`src/rtl/seq_alu.sv`:
```
// rtl/seq_alu.sv - handshaked integer execution unit with iterative multiply/divide
module seq_alu #(
    parameter int Width        = 32,
    parameter bit MulDivEnable = 1'b1
) (
    input  logic             clk,
    input  logic             rst_n,
    input  logic             in_valid,
    output logic             in_ready,
    input  logic [3:0]       op,
    input  logic [Width-1:0] a,
    input  logic [Width-1:0] b,
    output logic             out_valid,
    input  logic             out_ready,
    output logic [Width-1:0] result,
    output logic [3:0]       status,
    output logic             illegal
);
    localparam int SW = $clog2(Width);
    localparam logic [SW-1:0] CNT_LAST = SW'(Width - 1);
    localparam logic [SW-1:0] CNT_ONE  = SW'(1);

    typedef enum logic [1:0] {IDLE, BUSY, DONE} state_t;

    state_t           state_q, state_d;
    logic [Width-1:0] hi_q, lo_q, opnd_q;
    logic [3:0]       op_q;
    logic [SW-1:0]    cnt_q;
    logic             qneg_q, rneg_q, bzero_q;

    logic             is_md_op, start_md, illegal_op;
    logic [Width:0]   sum, diff;
    logic [Width-1:0] sc_result;
    logic             sc_c, sc_v;
    logic [Width-1:0] a_mag, b_mag;
    logic             a_neg, b_neg;

    logic [Width:0]   mul_add, div_sh, div_tr;
    logic             div_ge;
    logic [Width-1:0] hi_n, lo_n, md_result;

    assign is_md_op   = (op >= 4'd10);
    assign start_md   = MulDivEnable && is_md_op;
    assign illegal_op = !MulDivEnable && is_md_op;

    // State register
    always_ff @(posedge clk or negedge rst_n) begin
        if (!rst_n) state_q <= IDLE;
        else        state_q <= state_d;
    end

    // Next state and handshake outputs; nothing is accepted outside IDLE
    always_comb begin
        state_d   = state_q;
        in_ready  = 1'b0;
        out_valid = 1'b0;
        case (state_q)
            IDLE: begin
                in_ready = 1'b1;
                if (in_valid) state_d = start_md ? BUSY : DONE;
            end
            BUSY: if (cnt_q == '0) state_d = DONE;
            DONE: begin
                out_valid = 1'b1;
                if (out_ready) state_d = IDLE;
            end
            default: state_d = IDLE;
        endcase
    end

    // Single-cycle result and flags; carry/overflow only meaningful for ADD/SUB
    always_comb begin
        sum       = {1'b0, a} + {1'b0, b};
        diff      = {1'b0, a} - {1'b0, b};
        sc_result = '0;
        sc_c      = 1'b0;
        sc_v      = 1'b0;
        case (op)
            4'd0: begin
                sc_result = sum[Width-1:0];
                sc_c      = sum[Width];
                sc_v      = (a[Width-1] == b[Width-1]) && (sum[Width-1] != a[Width-1]);
            end
            4'd1: begin
                sc_result = diff[Width-1:0];
                sc_c      = diff[Width];
                sc_v      = (a[Width-1] != b[Width-1]) && (diff[Width-1] != a[Width-1]);
            end
            4'd2: sc_result = a & b;
            4'd3: sc_result = a | b;
            4'd4: sc_result = a ^ b;
            4'd5: sc_result = {{(Width-1){1'b0}}, ($signed(a) < $signed(b))};
            4'd6: sc_result = {{(Width-1){1'b0}}, (a < b)};
            4'd7: sc_result = a << b[SW-1:0];
            4'd8: sc_result = a >> b[SW-1:0];
            4'd9: sc_result = $unsigned($signed(a) >>> b[SW-1:0]);
            default: sc_result = '0;
        endcase
    end

    // Signed divide works on magnitudes; signs are restored after the last step
    always_comb begin
        a_neg = !op[0] && a[Width-1];
        b_neg = !op[0] && b[Width-1];
        a_mag = a_neg ? ({Width{1'b0}} - a) : a;
        b_mag = b_neg ? ({Width{1'b0}} - b) : b;
    end

    // One shift-add multiply step or one restoring divide step, plus final fixup
    always_comb begin
        mul_add = {1'b0, hi_q} + ({1'b0, opnd_q} & {(Width+1){lo_q[0]}});
        div_sh  = {hi_q, lo_q[Width-1]};
        div_tr  = div_sh - {1'b0, opnd_q};
        div_ge  = (div_sh >= {1'b0, opnd_q});
        if (!op_q[2]) begin
            hi_n = mul_add[Width:1];
            lo_n = {mul_add[0], lo_q[Width-1:1]};
        end else begin
            hi_n = div_ge ? div_tr[Width-1:0] : div_sh[Width-1:0];
            lo_n = {lo_q[Width-2:0], div_ge};
        end
        case (op_q)
            4'd10:   md_result = lo_n;
            4'd11:   md_result = hi_n;
            4'd12:   md_result = bzero_q ? '1 : (qneg_q ? ({Width{1'b0}} - lo_n) : lo_n);
            4'd13:   md_result = lo_n;
            4'd14:   md_result = rneg_q ? ({Width{1'b0}} - hi_n) : hi_n;
            4'd15:   md_result = hi_n;
            default: md_result = '0;
        endcase
    end

    // Operand capture, iteration datapath and registered outputs
    always_ff @(posedge clk or negedge rst_n) begin
        if (!rst_n) begin
            result  <= '0;
            status  <= '0;
            illegal <= 1'b0;
            hi_q    <= '0;
            lo_q    <= '0;
            opnd_q  <= '0;
            op_q    <= '0;
            cnt_q   <= '0;
            qneg_q  <= 1'b0;
            rneg_q  <= 1'b0;
            bzero_q <= 1'b0;
        end else begin
            case (state_q)
                IDLE: if (in_valid) begin
                    op_q <= op;
                    if (start_md) begin
                        illegal <= 1'b0;
                        cnt_q   <= CNT_LAST;
                        hi_q    <= '0;
                        if (!op[2]) begin
                            lo_q   <= b;
                            opnd_q <= a;
                        end else begin
                            lo_q   <= a_mag;
                            opnd_q <= b_mag;
                        end
                        qneg_q  <= a_neg ^ b_neg;
                        rneg_q  <= a_neg;
                        bzero_q <= (b == '0);
                    end else begin
                        result  <= sc_result;
                        status  <= {sc_result[Width-1], (sc_result == '0), sc_c, sc_v};
                        illegal <= illegal_op;
                    end
                end
                BUSY: begin
                    hi_q <= hi_n;
                    lo_q <= lo_n;
                    if (cnt_q != '0) begin
                        cnt_q <= cnt_q - CNT_ONE;
                    end else begin
                        result <= md_result;
                        status <= {md_result[Width-1], (md_result == '0), 2'b00};
                    end
                end
                default: ;
            endcase
        end
    end
endmodule

```
`config.mk`:
```
export PLATFORM = sky130hd
export DESIGN_NAME = seq_alu
export DESIGN_NICKNAME = d
export VERILOG_FILES = /design/src/rtl/seq_alu.sv
export SDC_FILE = /design/constraint.sdc
export NUM_CORES = 1
export LEC_CHECK = 0
export ABC_AREA = 1
export CELL_PAD_IN_SITES_DETAIL_PLACEMENT = 1
export CELL_PAD_IN_SITES_GLOBAL_PLACEMENT = 2
export CORE_UTILIZATION = 36
export DETAILED_ROUTE_END_ITERATION = 7
export PLACE_DENSITY = 0.88
export SYNTH_ARGS = -nofsm -noshare
export SYNTH_HDL_FRONTEND = slang
export SYNTH_SLANG_ARGS = --single-unit
```
`constraint.sdc`:
```
create_clock -name clk -period 6.66 [get_ports clk]
set_clock_uncertainty 0.15 [all_clocks]
set_input_delay 0.666 -clock clk [delete_from_list [all_inputs] [get_ports clk]]
set_output_delay 0.666 -clock clk [all_outputs]
set_load 0.05 [all_outputs]
```
==> results of run 1 <==
## cell usage in the layout (no fill, tap or decap), types with 11 or more instances in the layout
master | netlist | final
a221oi_1 | 36 | 36
ha_1 | 166 | 166
a31oi_1 | 24 | 24
o21ai_0 | 440 | 439
inv_1 | 615 | 614
o21bai_1 | 16 | 16
nand3_2 | 17 | 17
a22oi_1 | 24 | 24
nand2_1 | 1248 | 1247
nand2_2 | 18 | 19
nor2_1 | 466 | 464
a21oi_1 | 317 | 317
dfrtp_1 | 145 | 144
nor4_1 | 15 | 15
clkbuf_16 | 0 | 17
o21ai_1 | 11 | 12
xor2_1 | 54 | 54
o211ai_1 | 34 | 34
buf_4 | 4 | 91
o221ai_1 | 53 | 53
nand3_1 | 313 | 313
or2_2 | 21 | 21
inv_2 | 15 | 16
mux2i_1 | 11 | 11
clkdlybuf4s50_1 | 0 | 105
o21a_1 | 11 | 11
o2111ai_1 | 12 | 12
o22ai_1 | 17 | 17
nor2_2 | 26 | 27
nor3_1 | 48 | 47
nand4_1 | 69 | 69
## per-stage QoR
stage,cells,setup slack [ns],hold WS (ns)
global route,5525,0.826,0.107
CTS,5524,1.33,0.0851
finish,5525,1.13,0.0418
floorplan,4547,2.47,0.220
detailed placement,5492,1.35,0.342
global placement,5492,1.36,0.315
## area by class of cell
class                           instances  area (sq um)  share of cell area, %
Antenna cell                            1          2.50                0.00888
Clock buffer                           17           425                   1.51
Sequential cell                       145          3630                   12.9
Tap cell                              940          1180                   4.17
Clock inverter                         15           181                  0.644
Timing Repair Buffer                  200          1760                   6.25
Inverter                              639          2400                   8.51
Multi-Input combinational cell       3568         18600                   66.0
## Yosys cell counts, types with 12 or more instances
| cell type | n |
|---|---|
| nor4_1 | 15 |
| nand3_1 | 313 |
| a31oi_1 | 24 |
| xor2_1 | 54 |
| a21oi_1 | 317 |
| inv_1 | 615 |
| inv_2 | 15 |
| a221oi_1 | 36 |
| nor2_2 | 26 |
| nor2_1 | 466 |
| nand3_2 | 17 |
| nor3_1 | 48 |
| o22ai_1 | 17 |
| nand2_1 | 1248 |
| or2_2 | 21 |
| nand4_1 | 69 |
| ha_1 | 166 |
| o21ai_0 | 440 |
| o221ai_1 | 53 |
| a22oi_1 | 24 |
| buf_1 | 21 |
| o211ai_1 | 34 |
| dfrtp_1 | 145 |
| clkbuf_1 | 152 |
| buf_2 | 14 |
| o2111ai_1 | 12 |
| nand2_2 | 18 |
| o21bai_1 | 16 |
## logic make-up (layout without fill, tap and decap cells)
group / count (synthesis) / after routing / synth area share (%)
flip-flops: 145 / 145 / 14.3
adder cells (fa/ha/maj): 170 / 170 / 8.49
buffers and inverters: 834 / 871 / 12.6
other: 1 / 2 / 0.0148
AND/OR/NAND/NOR: 2282 / 2282 / 38.4
XOR/XNOR: 55 / 55 / 1.90
AO/OA/AOI/OAI: 1049 / 1049 / 23.9
multiplexers: 11 / 11 / 0.433
## registers in the layout, summed over array words and instances (netlist names)
signal   cells
lo_q        32
opnd_q      32
qneg_q       1
rneg_q       1
bzero_q      1
state_q      2
result      32
op_q         4
status       3
cnt_q        5
hi_q        32
## layer usage
| metal | vias to the layer above | global-route usage [%] | share of wire [%] | wire length [um] |
|---|---|---|---|---|
| met3 | 423 | 6.62 | 7.2 | 11000 |
| li1 | 15100 | - | - | - |
| met5 | - | 0 | 0 | 0 |
| met4 | 0 | 34.6 | 9.5 | 14600 |
| met1 | 15900 | 51.4 | 39 | 60400 |
| met2 | 1520 | 66.9 | 44 | 67500 |
## report_power, final
part	leakage (nW)	total (mW)	internal, mW	switching [mW]
Clock	0.290	1.04	0.507	0.530
Sequential	1.83	1.64	1.25	0.394
Combinational	12.2	9.37	2.51	6.86
## worst paths after layout
check	endpoint	slack [ns]	cells past startpoint	from
max in group asynchronous	opnd_q[5]	4.89	2	rst_n
hold reg to reg	cnt_q[4]	0.36	2	cnt_q[4]
min in group clk	cnt_q[4]	0.36	2	cnt_q[4]
setup reg to reg	status[2]	1.13	27	hi_q[28]
hold / removal	cnt_q[0]	0.04	1	rst_n
setup / recovery	status[2]	1.13	27	hi_q[28]
==> metrics.cfg, run 1 <==
[setup_path]
crit_arrival_ns = 5.83
cp.required_ns = 6.96
cp_max_fo = 27
critPathTopFamily = simple AND/OR/NAND/NOR gates
cp-start-kind = register
crit_slowest_cell = ha_1
end_kind = register
critical_path_class = register to register
max_stage_delay_ns = 0.68
cp_common_cell = nand2_1
crit_buf_inv = 1

[placed_design]
hpwlAfterDp_mm = 126
place.gp.congestion = 1.05
port_buffers = 109
placed_cell_area_sq_um = 27600

[clock_tree]
path_clk_slew_ns = 0.09
post_cts_resized = 0
cts_buffers = 17
cts_buffer_depth = 2
cts.hold.buffers_added = 0
post_cts_buffers = 0
cts_htree_levels = 4
cts_tree = done
clkSinkCount = 145
worstSkewPairLatency_ns = 0.51
root_buffer = clkbuf_16

[synth]
ys_top_cells_by_area = nand2_1 18%, dfrtp_1 14%, inv_1 9.1%
synth_edf_count = 0
netlist_instances = 4547
synth.distinct_cells = 65
synth_seq_cells = 145
yosysSeqAreaShare_pct = 14.3
synth_fp_nets = 4789
syn_area_per_cell_sq_um = 5.59
synth_warnings = 0
synth_top_area_cell = nand2_1
yosys.area.top_type_share_pct = 18.4
synthArstFlopShare_pct = 100
syn_area_sq_um = 25400
synth_flop_cell = dfrtp_1

[routing]
drcViolationCount = 0
finalWirelength_mm = 153
firstDrtPassIters = 6
ant_nets = 0
routed_via_density = 5.95
wl_per_cell_um = 27.8
drtIter0Drc = 3083
num_vias = 32900

[timing]
setup_viol = 0
finalCritPeriodShare_pct = 83.1
drv_slew = 0
tns_ns = 0
fin_crit_ns = 5.53
max_freq_mhz = 181
rsz0062_at_grt = false
worstMarginPinSlew_ns = 1.18
finalHoldViolCount = 0
relSlewSlack_pct = 21.3

[final_layout]
nets = 4813
drive_gt1_share_pct = 5.63
areaGrowthSynthToFinish_pct = 10.9
fin_area_sq_um = 28200
fin_util_pct = 40.3
fillers = 9762

[floorplanning]
initial_core_util_pct = 36.3
die_area_sq_um = 71700
die_y_um = 268
core_sq_um = 69900
rows = 97
die_x_um = 268
design.portCount = 111

[pwr]
total_power_mw = 12.1
leakagePower_nw = 14.3
ir_drop_mv = 0.245
p_per_area_nw_per_um2 = 428

[global_route]
grt_pass1_wl_mm = 221
grt_max_degree = 84
grt_pass1_vias = 32100
antenna_found_initial = 3
grt_overflow = 0
grt_util_all_layers_pct = 42.6

[outcome]
status = completed

[job]
maxCapViolations = 0

[hold_path]
hold_path_class = primary input to asynchronous set/reset pin

Power figures use the tool's default switching activity.
==> inputs of run 2 (changes only) <==
--- a/config.mk
+++ b/config.mk
@@ -8,9 +8,9 @@
 export ABC_AREA = 1
 export CELL_PAD_IN_SITES_DETAIL_PLACEMENT = 1
 export CELL_PAD_IN_SITES_GLOBAL_PLACEMENT = 2
-export CORE_UTILIZATION = 36
+export CORE_UTILIZATION = 30
 export DETAILED_ROUTE_END_ITERATION = 7
-export PLACE_DENSITY = 0.88
+export PLACE_DENSITY = 0.78
 export SYNTH_ARGS = -nofsm -noshare
 export SYNTH_HDL_FRONTEND = slang
 export SYNTH_SLANG_ARGS = --single-unit
==> constraint.sdc (replaced) <==
create_clock -name clk -period 4.5 [get_ports clk]
set_clock_uncertainty 0.15 [all_clocks]
set_input_delay 0.45 -clock clk [delete_from_list [all_inputs] [get_ports clk]]
set_output_delay 0.45 -clock clk [all_outputs]
set_load 0.05 [all_outputs]
==> metrics.cfg, run 2 (synthesis gave the netlist of run 1 again) <==
[global_route]
grt_overflow = 0  ; unchanged
grt_util_all_layers_pct = 38.3  ; -4.3 points
antenna_found_initial = 2  ; -1
grt_max_degree = 78  ; -7.1%
grt_pass1_wl_mm = 239  ; +8.3%
grt_pass1_vias = 34200  ; +6.4%

[setup_path]
critPathTopFamily = simple AND/OR/NAND/NOR gates
reg2reg_to = status[2]
cp_common_cell = nand2_1
endpoint = status[2]
cp-start-kind = register
critical_path_class = register to register
r2r_slack_ns = 0.11  ; -1.02 ns
cp_max_fo = 16  ; -41%
max_stage_delay_ns = 0.46  ; -0.22 ns
crit_slowest_cell = dfrtp_2
r2r_cells = 27  ; unchanged
cp_num_cells = 27  ; unchanged
crit_buf_inv = 3  ; +2
crit_path_start = hi_q[7]
reg2reg_from = hi_q[7]
cp.required_ns = 4.76  ; -2.20 ns
end_kind = register
crit_arrival_ns = 4.64  ; -1.19 ns

[floorplanning]
design.portCount = 111  ; unchanged
rows = 106  ; +9.3%
die_area_sq_um = 85900  ; +20%
die_y_um = 293  ; +9.5%
die_x_um = 293  ; +9.5%
initial_core_util_pct = 30.4  ; -6.0 points
core_sq_um = 83700  ; +20%

[routing]
routed_via_density = 5.56  ; -6.6%
drtIter0Drc = 2716  ; -12%
num_vias = 34700  ; +5.4%
ant_nets = 0  ; unchanged
firstDrtPassIters = 6  ; unchanged
finalWirelength_mm = 168  ; +9.4%
wl_per_cell_um = 26.9  ; -3.1%
drcViolationCount = 0  ; unchanged

[clock_tree]
path_clk_slew_ns = 0.08  ; about the same
cts_htree_levels = 4  ; unchanged
cts_tree = done
cts_buffers = 17  ; unchanged
clkSinkCount = 145  ; unchanged
root_buffer = clkbuf_16
cts_buffer_depth = 2  ; unchanged
worstSkewPairLatency_ns = 0.47  ; -0.04 ns

[final_layout]
drive_gt1_share_pct = 17.8  ; +12 points
layout_common_cells = 1224 x nand2_1, 614 x inv_1, 592 x buf_4
nets = 5333  ; +11%
register_area_sq_um = 3640  ; +0.28%
areaGrowthSynthToFinish_pct = 30.8
multi_input_area_sq_um = 19300  ; +3.7%
final-instance-count-excl-fill = 6239  ; +13%
final_common_cell = nand2_1
fillers = 11300  ; +16%

[job]
maxCapViolations = 0  ; unchanged

[pwr]
p_per_area_nw_per_um2 = 656  ; +54%
ir_drop_mv = 0.397  ; +63%
leakagePower_nw = 16.9  ; +18%

[outcome]
status = completed

[hold_path]
hold_path_class = register to register

[timing]
relSlewSlack_pct = 26.4  ; +5.1 points
setup_viol = 0  ; unchanged
finalHoldViolCount = 0  ; unchanged
worstMarginPinSlew_ns = 1.10  ; -0.0720 ns
max_freq_mhz = 228  ; +26%
fin_hold_ws_ns = 0.356  ; +0.314 ns
finalCritPeriodShare_pct = 97.5  ; +14 points
fin_crit_ns = 4.39  ; -1.14 ns
drv_slew = 0  ; unchanged
rsz0062_at_grt = true

[placed_design]
hpwlAfterDp_mm = 140  ; +11%
dp.cells = 6188  ; +13%
port_buffers = 109  ; unchanged
place.gp.congestion = 1.05  ; +0.30%

-- run 2: cell count changes in the layout (fill, tap and decap cells not counted), moves of 14 or more --
cell,before,now
nand2_1,1247,1224
ha_2,0,15
ha_4,0,23
nand2_2,19,42
buf_12,0,17
nor2_2,27,42
nor2_4,7,21
ha_1,166,128
nor2_1,464,435
buf_4,91,592
-- run 2: how the worst min path moves through the flow --
stage,startpoint,cells after the start,slack (ns),to
global route,status[1],1,0.39,status[1]
global placement,result[0],1,0.32,result[0]
detailed placement,result[15],2,0.34,result[15]
finish,result[11],2,0.36,result[11]
floorplan,rst_n,0,0.004,bzero_q
CTS,result[15],2,0.36,result[15]
-- run 2: power breakdown --
group / switching [mW] / internal (mW) / total, mW / leakage, nW
sequential: 0.534 / 1.86 / 2.39 / 1.82
clock: 0.763 / 0.754 / 1.52 / 0.289
combinational: 11.7 / 6.18 / 17.9 / 14.8
total: 13.0 / 8.79 / 21.8 / 16.9
-- run 2: final cells by class --
class                      instances  share of cell area, %
inverter                         639                   7.22
sequential                       145                   11.0
timing repair buffer             719                   17.7
multi-input combinational       3569                   58.1
tap                             1134                   4.27
antenna                            1                0.00753
clock buffer                      17                   1.28
clock inverter                    15                  0.553
-- run 2: what timing repair did --
item / CTS / global route
pin swaps: 0 / 16
endpoints found under the setup margin: 1 / 17
gates cloned: 0 / 1
setup buffers: 0 / 16
hold buffers: 1 / 0
resized for setup: 5 / 158
endpoints found under the hold margin: 76 / 0
-- run 2: routing by layer --
| metal | track usage [%] | wire length, um |
|---|---|---|
| met5 | 0 | 0 |
| met1 | 48.3 | 69800 |
| met4 | 27.9 | 13900 |
| met2 | 61.2 | 75100 |
| met3 | 3.46 | 9040 |
-- run 2: metrics by stage --
step | util [%] | setup TNS (ns) | area [sq um] | power, mW | worst slack [ns]
floorplan | - | 0 | 25400 | 11.0 | 0.523
global placement | 38.0 | -0.172 | 31800 | 18.8 | -0.147
detailed placement | 38.0 | -0.167 | 31800 | 19.0 | -0.165
finish | 39.7 | 0 | 33200 | 21.8 | 0.112
CTS | 38.7 | 0 | 32400 | 20.7 | 0.000876
global route | 39.7 | -0.0999 | 33200 | 23.1 | -0.0999
-- run 2: worst reg2reg max path: stages, from the launching register on --
cell and delay, ns:
dfrtp_2 0.46, ha_2 0.39, nand2_2 0.12, nor2_4 0.17
nand2_1 0.12, nor2_4 0.11, inv_2 0.06, nor2_8 0.14
nor2_8 0.06, buf_4 0.14, buf_12 0.15, nand3_4 0.16
nor2_1 0.10, nor2_2 0.24, nand3_1 0.26, nor2_1 0.20
nand3_1 0.14, nand2_1 0.15, nand3_1 0.09, nand3_1 0.11
nand2_1 0.16, nor2_1 0.14, nand3_1 0.11, nor2_2 0.12
nand2_1 0.10, nand2_1 0.07, nand2_1 0.06, nand2_1 0.05
